$ cat src/rtl/lc3b_types.sv
// Shared LC-3b types, including the branch predictor PHT counter and index types
// and the FSM encoding used by the PHT update sequencer.
package lc3b_types;

    typedef logic [15:0] lc3b_word;

    typedef logic [9:0] pht_idx_t;
    typedef logic [1:0] pht_ctr_t;

    localparam pht_ctr_t PHT_WEAK_NT = 2'b01;
    localparam pht_ctr_t PHT_CTR_MAX = 2'b11;

    // One resolved branch as buffered between writeback and the PHT update.
    typedef struct packed {
        lc3b_word pc;
        logic     taken;
    } br_outcome_t;

    typedef enum logic {
        UPD_CLEAR,
        UPD_RUN
    } upd_state_e;

endpackage

$ cat src/rtl/br_update_fifo.sv
// Small outcome FIFO between writeback and the PHT update pipeline.
// The caller never pushes when full and never pops when empty.
module br_update_fifo
    import lc3b_types::*;
#(
    parameter int DEPTH = 4
) (
    input  logic                     clk,
    input  logic                     reset,
    input  logic                     push,
    input  br_outcome_t              push_data,
    input  logic                     pop,
    output br_outcome_t              head,
    output logic [$clog2(DEPTH):0]   count,
    output logic                     empty
);

    localparam int PTR_W = $clog2(DEPTH);

    br_outcome_t      mem [DEPTH];
    logic [PTR_W-1:0] wr_ptr;
    logic [PTR_W-1:0] rd_ptr;

    always_ff @(posedge clk) begin
        if (reset) begin
            wr_ptr <= '0;
            rd_ptr <= '0;
            count  <= '0;
        end else begin
            if (push) wr_ptr <= wr_ptr + 1'b1;
            if (pop)  rd_ptr <= rd_ptr + 1'b1;
            case ({push, pop})
                2'b10:   count <= count + 1'b1;
                2'b01:   count <= count - 1'b1;
                default: count <= count;
            endcase
        end
    end

    always_ff @(posedge clk) begin
        if (push) mem[wr_ptr] <= push_data;
    end

    assign head  = mem[rd_ptr];
    assign empty = (count == '0);

endmodule

$ cat src/rtl/br_pred_update_ctrl.sv
// Write-side sequencer for the global branch predictor PHT and BHR: clears the
// table after reset, then applies buffered branch outcomes as counter read-modify-writes.
module br_pred_update_ctrl
    import lc3b_types::*;
#(
    parameter int DEPTH = 4,
    parameter int IDX_W = 10
) (
    input  logic             clk,
    input  logic             reset,
    input  logic             wb_valid,
    input  lc3b_word         wb_pc,
    input  logic             wb_taken,
    output logic             wb_stall,
    input  logic             pht_busy,
    output logic [IDX_W-1:0] pht_ridx,
    input  logic [1:0]       pht_rdata,
    output logic             pht_we,
    output logic [IDX_W-1:0] pht_widx,
    output logic [1:0]       pht_wdata,
    output logic [2:0]       bhr_out,
    output logic             init_done
);

    localparam int CNT_W = $clog2(DEPTH) + 1;

    function automatic pht_ctr_t sat_update(input pht_ctr_t ctr, input logic taken);
        pht_ctr_t nxt;
        nxt = ctr;
        if (taken && ctr != PHT_CTR_MAX)
            nxt = ctr + 2'd1;
        else if (!taken && ctr != 2'b00)
            nxt = ctr - 2'd1;
        return nxt;
    endfunction

    upd_state_e  state;
    pht_idx_t    clr_idx;
    logic [2:0]  bhr;

    br_outcome_t     head;
    logic [CNT_W-1:0] fifo_count;
    logic            fifo_empty;
    logic            push_p0;
    logic            pop_p0;
    pht_idx_t        idx_p0;

    logic            vld_p1;
    logic            held_p1;
    logic            taken_p1;
    pht_idx_t        idx_p1;
    pht_ctr_t        hold_ctr_p1;
    pht_ctr_t        upd_ctr_p1;

    logic            vld_p2;
    pht_idx_t        idx_p2;
    pht_ctr_t        ctr_p2;

    logic            clr_we;
    logic            w_we;
    logic            unused_pc_bits;

    br_update_fifo #(.DEPTH(DEPTH)) u_fifo (
        .clk       (clk),
        .reset     (reset),
        .push      (push_p0),
        .push_data ({wb_pc, wb_taken}),
        .pop       (pop_p0),
        .head      (head),
        .count     (fifo_count),
        .empty     (fifo_empty)
    );

    // Stage R: W never stalls when the port is free, so R may pop on any free cycle.
    assign wb_stall = (fifo_count == CNT_W'(DEPTH));
    assign push_p0  = wb_valid && !wb_stall;
    assign pop_p0   = !reset && (state == UPD_RUN) && !fifo_empty && !pht_busy;
    assign idx_p0   = {head.pc[7:1], bhr};
    assign pht_ridx = pop_p0 ? idx_p0 : '0;
    assign unused_pc_bits = ^{head.pc[15:8], head.pc[0]};

    // Stage W: the PHT returns old data on read-during-write, so forward last cycle's write.
    always_comb begin
        upd_ctr_p1 = hold_ctr_p1;
        if (!held_p1) begin
            if (vld_p2 && idx_p2 == idx_p1)
                upd_ctr_p1 = sat_update(ctr_p2, taken_p1);
            else
                upd_ctr_p1 = sat_update(pht_rdata, taken_p1);
        end
    end

    assign clr_we    = !reset && (state == UPD_CLEAR) && !pht_busy;
    assign w_we      = !reset && vld_p1 && !pht_busy;
    assign pht_we    = clr_we || w_we;
    assign pht_widx  = clr_we ? clr_idx : (w_we ? idx_p1 : '0);
    assign pht_wdata = clr_we ? PHT_WEAK_NT : (w_we ? upd_ctr_p1 : '0);
    assign bhr_out   = bhr;
    assign init_done = (state == UPD_RUN);

    always_ff @(posedge clk) begin
        if (reset) begin
            state   <= UPD_CLEAR;
            clr_idx <= '0;
            bhr     <= '0;
            vld_p1  <= 1'b0;
            held_p1 <= 1'b0;
            vld_p2  <= 1'b0;
        end else begin
            if (clr_we) begin
                clr_idx <= clr_idx + 10'd1;
                if (clr_idx == '1) state <= UPD_RUN;
            end
            if (pop_p0) bhr <= {bhr[1:0], head.taken};
            vld_p1  <= pop_p0 || (vld_p1 && !w_we);
            held_p1 <= vld_p1 && pht_busy;
            vld_p2  <= w_we;
        end
    end

    // Stage W / forwarding payload
    always_ff @(posedge clk) begin
        if (pop_p0) begin
            idx_p1   <= idx_p0;
            taken_p1 <= head.taken;
        end
        if (vld_p1 && pht_busy) hold_ctr_p1 <= upd_ctr_p1;
        if (w_we) begin
            idx_p2 <= idx_p1;
            ctr_p2 <= upd_ctr_p1;
        end
    end

endmodule

$ cat config.mk
export PLATFORM = sky130hd
export DESIGN_NAME = br_pred_update_ctrl
export DESIGN_NICKNAME = d
export VERILOG_FILES = /design/src/rtl/lc3b_types.sv /design/src/rtl/br_update_fifo.sv /design/src/rtl/br_pred_update_ctrl.sv
export SDC_FILE = /design/constraint.sdc
export NUM_CORES = 1
export LEC_CHECK = 0
export BUFFER_PORTS_ARGS = -buffer_cell sky130_fd_sc_hd__buf_4
export CAP_MARGIN = 20
export CORE_UTILIZATION = 64
export DETAILED_ROUTE_END_ITERATION = 6
export GPL_TIMING_DRIVEN = 0
export PLACE_DENSITY = 0.86
export SETUP_SLACK_MARGIN = 0.02
export SLEW_MARGIN = 25
export SYNTH_ARGS = -nofsm -noshare
export SYNTH_HDL_FRONTEND = slang
export SYNTH_HIERARCHICAL = 1
export SYNTH_SLANG_ARGS = --single-unit
$ cat constraint.sdc
create_clock -name clk -period 8.6 [get_ports clk]
set_input_delay 1.29 -clock clk [delete_from_list [all_inputs] [get_ports clk]]
set_output_delay 1.29 -clock clk [all_outputs]
set_load 0.01 [all_outputs]
==> metrics, run 1 <==
gr ovfl total=0; CTS tree=done; hold-fix buffer count after cts=0; R2R depth=9; Worst EP arrival=roughly 2.8 ns; shortest period the worst path allows=between 4 and 5 ns; ANT nets after route=0; Worst EP required=~7.3 ns; initial antenna violation count=0; kind of critical path=input port to output pin; warning count from the yosys run=6; Min-Delay Endpoint=held_p1; Hold Path Class=flip-flop to flip-flop; IO Pins=a little over 50; Hold Path Stages=2; drt total wl=6.134 mm; Num CTS Buffers=9; Fin. Hold Viols=0; 1st-iter DRT viols=approximately 130; status=complete, no violations; final setup violation count=0; maximum clock frequency=245.7 MHz; cell area after synthesis=3566 um^2; Slew Limit Fails=0; P_leak=around 1.6 nW; floorplan row count=26; Antenna Cells=0; Hold Startpoint=vld_p1; P&R area growth vs syn=17.16%; RSZ-0062 raised after global routing=false; Post-DP HPWL=4.274 mm; clock sinks=83; Die Wd=76.65 um; pwr/cell area=~190 nW/um^2; Port Buffer Count=40; syn_nets=between 200 and 300; clock tree buffer depth=2; share of cells above drive strength 1=24.60%; clock tree root driver cell=clkbuf_8; worst skew pair latency=around 0.35 ns; Die ar.=5874 um^2; crit start category=input port; DR pass1 iterations=4; Die Height=76.65 um; most frequent cells in the layout=57 x edfxtp_1, 40 x buf_4, 26 x nor2_1, 26 x dfxtp_1; Critical R2R Capture=u_fifo/count[2]; Relative slew margins=58.64%; first-pass GRT wire length=about 10 mm; reg-to-reg slack, setup=5.76 ns; post-CTS setup buffers=0; crit end category=output pin; CP max FO=23; Setup Skew=around 0.013 ns; Max VDD drop=0.0002077 V; H-tree levels=3; Tcrit/Tclk final=between 40% and 50%; Max-cap violations=0; DR vias/cell=5.493; routed vias=2104; per-cell routed wire length=16.02 um; Mapped Cells=257; Tightest Pin Transition=0.6181 ns; largest net degree at the start of global routing=24; CTS resizes=0; r2r startpoint=u_fifo/count[0]; total power=788.2 uW; Clock transition at path regs=0.09 ns; vias in the first global route=2059; setup TNS=0 ns; overall routing resource usage=23.07%; DR DRC count=0; Initial Util=68.08%; fin nets=344; most common cell after layout, fill and taps aside=edfxtp_1; Syn Area/Cell=roughly 14 um^2; GPL Wtd Cong=0.7609; core area=5238 um^2
worst max path at each step:
| stage | start | end | slack [ns] |
|---|---|---|---|
| after floorplan | reset | pht_ridx[2] | 4.65 |
| after global placement | reset | pht_ridx[8] | 4.20 |
| after detailed placement | reset | pht_ridx[8] | 4.16 |
| after CTS | reset | pht_ridx[8] | 4.15 |
| after global routing | reset | pht_ridx[8] | 4.39 |
| final | reset | pht_ridx[8] | 4.53 |
power breakdown:
group	switching, mW	leakage, nW	internal (mW)
logic	0.0214	0.747	0.0165
registers	0.00493	0.745	0.436
clock network	0.144	0.110	0.165
total	0.170	1.60	0.618
state kept, by name, indices dropped and copies added, names as in the netlist, named ones only:
register / cells
taken_p1: 1
u_fifo/count: 3
clr_idx: 10
u_fifo/wr_ptr: 2
bhr_out: 3
init_done: 1
vld_p2: 1
idx_p2: 10
hold_ctr_p1: 2
vld_p1: 1
u_fifo/mem: 32
held_p1: 1
u_fifo/rd_ptr: 2
idx_p1: 10
ctr_p2: 2
per-layer routing:
| metal | GRT usage (%) | wire (um) |
|---|---|---|
| met5 | 0 | 0 |
| met4 | 10.38 | 90 |
| met2 | 39.46 | 3203 |
| met3 | 4.431 | 274 |
| met1 | 28.49 | 2566 |
layout make-up:
cell class	instances	area, um^2
buffer	10	72.57
clock buffer	9	123.9
clock inverter	7	98.84
fill	291	1060
inverter	16	60.06
multi-input combinational	148	1202
sequential	83	2232
tap	70	87.58
timing repair buffer	40	300.3
worst max-delay path, cell delays in order:
cell	delay (ns)
buf_6	0.12
nor4b_4	0.50
clkbuf_2	0.50
and2_1	0.23
buf_4	0.13
stage by stage:
step	hold slack, ns	cells	setup slack (ns)	cell area, um^2	util (%)
CTS	0.4817	383	4.147	4177	79.74
detailed placement	0.4717	367	4.165	3954	75.49
finish	0.4722	383	4.530	4178	79.77
floorplan	0.4403	257	4.646	3566	-
global placement	0.4594	367	4.197	3954	75.49
global route	0.5113	383	4.392	4178	79.77
Power figures use the tool's default switching activity.
==> inputs of run 2 (changes only) <==
- CORE_UTILIZATION: 64 -> 59
- PLACE_DENSITY: 0.86 -> 0.8
- clock period: 8.6 -> 4.1 ns (I/O delays scaled with it)
==> run 2 against run 1 <==
Global-route usage is 1.7 points lower. Clock-buffer cell count stayed put. Die area is 8.2% higher. Sequential power is 110% higher.
==> metrics, run 2 (synthesized netlist as in run 1, its figures left out) <==
total power=1.596 mW; first-pass GRT wire length=9.749 mm; Num CTS Buffers=9; Relative slew margins=57.72%; worst skew pair latency=0.36 ns; Hold Path Stages=1; Antenna Cells=0; Hold Path Class=input port to flip-flop; Fin. Hold Viols=0; routed vias=2110; Comb power frac=5.0%; setup TNS=0 ns; ANT nets after route=0; Die ar.=6358 um^2; post-CTS setup buffers=0; largest net degree at the start of global routing=24; status=complete, no violations; clock sinks=83; Die Wd=79.74 um; hold-fix buffer count after cts=0; Net Sw Power=356.8 uW; fin nets=344; P_leak=~1.6 nW; Clock transition at path regs=0.09 ns; Seq pwr share=57.9%; IO Pins=51; RSZ-0062 raised after global routing=false; per-cell routed wire length=15.81 um; drt total wl=6.085 mm; clock network fraction of total power=37.1%; clock tree buffer depth=2; crit end category=output pin; CP max FO=3; DR DRC count=0; placed cells=369; Largest Register=u_fifo/mem; gr ovfl total=0; GPL Wtd Cong=0.8138; floorplan row count=27; slowest CP cell=edfxtp_1; Max VDD drop=0.0003116 V; Initial Util=62.83%; Worst EP required=3.48 ns; Post-DP HPWL=roughly 4.4 mm; Net Sw Frac=22.35%; WP depth=6; pwr/cell area=383.5 nW/um^2; clock tree root driver cell=clkbuf_8; Port Buffer Count=40; Cell Chain, Critical Path=xnor2_1 -> nand4_1 -> nor3_1 -> mux2_2 -> a2111oi_0 -> buf_4; largest delay contributor family on the critical path=simple AND/OR/NAND/NOR gates; core area=5675 um^2; overall routing resource usage=a little over a fifth; Slew Limit Fails=0; Tcrit/Tclk final=75.47%; most common cell after layout, fill and taps aside=edfxtp_1; DR vias/cell=5.481; initial antenna violation count=0; most frequent cells in the layout=57 x edfxtp_1, 40 x buf_4, 26 x nor2_1, 26 x dfxtp_1; Cell Int Power=1.240 mW; 1st-iter DRT viols=76; CTS resizes=0; R2R depth=9; CTS tree=done; Worst EP arrival=2.48 ns; H-tree levels=3; Tightest Pin Transition=0.6319 ns; max reg flops=32; DR pass1 iterations=4; vias in the first global route=2077; Die Height=79.74 um; Buf/Inv on CP=1; Max-cap violations=0; crit start category=flip-flop; Setup Skew=approximately 0.0080 ns; fin cells=385; final setup violation count=0; crit-path max cell delay=0.44 ns; shortest period the worst path allows=3.094 ns; maximum clock frequency=about 320 MHz; P&R area growth vs syn=16.74%; kind of critical path=flip-flop to output pin; share of cells above drive strength 1=24.60%
[run 2: per-layer routing]
metal / track usage (%) / part of all wire (%) / routed length, um
met5: 0 / 0 / 0
met4: 8.036 / 0.69 / 42
met3: 7.086 / 4.5 / 276
met2: 37.35 / 54 / 3279
met1: 24.14 / 41 / 2487
[run 2: cell type report]
| class | instances | area, um^2 |
|---|---|---|
| plain buffers | 10 | 72.57 |
| well taps | 72 | 90.09 |
| clock buffers | 9 | 123.9 |
| flip-flops and latches | 83 | 2232 |
| repair buffers | 40 | 300.3 |
| fillers | 387 | 1513 |
| inverters | 16 | 60.06 |
| multi-input cells | 148 | 1202 |
| clock inverters | 7 | 81.33 |
[run 2: worst paths after layout]
path / startpoint / endpoint / slack, ns
max: idx_p1[6] / pht_wdata[1] / 1.01
min: wb_pc[6] / u_fifo/mem[3][7] / 0.45
max reg2reg: u_fifo/count[0] / u_fifo/count[2] / 1.21
min reg2reg: bhr_out[2] / idx_p1[2] / 0.49
[run 2: power by group through the flow]
stage | combinational (mW) | sequential [mW] | clock, mW
floorplan | 0.0500 | 0.940 | 0
global placement | 0.0762 | 0.942 | 0
detailed placement | 0.0805 | 0.944 | 0
CTS | 0.0811 | 0.925 | 0.611
global route | 0.0895 | 0.927 | 0.633
finish | 0.0795 | 0.925 | 0.592
[run 2: stage by stage]
step / hold slack [ns] / utilization [%] / area (um^2) / worst slack [ns]
detailed placement: 0.4710 / 69.71 / 3956 / 0.5349
global placement: 0.4573 / 69.71 / 3956 / 0.6579
floorplan: 0.4403 / - / 3566 / 1.022
global route: 0.4313 / 73.35 / 4163 / 0.8418
CTS: 0.4302 / 73.32 / 4161 / 0.7865
finish: 0.4514 / 73.35 / 4163 / 1.006
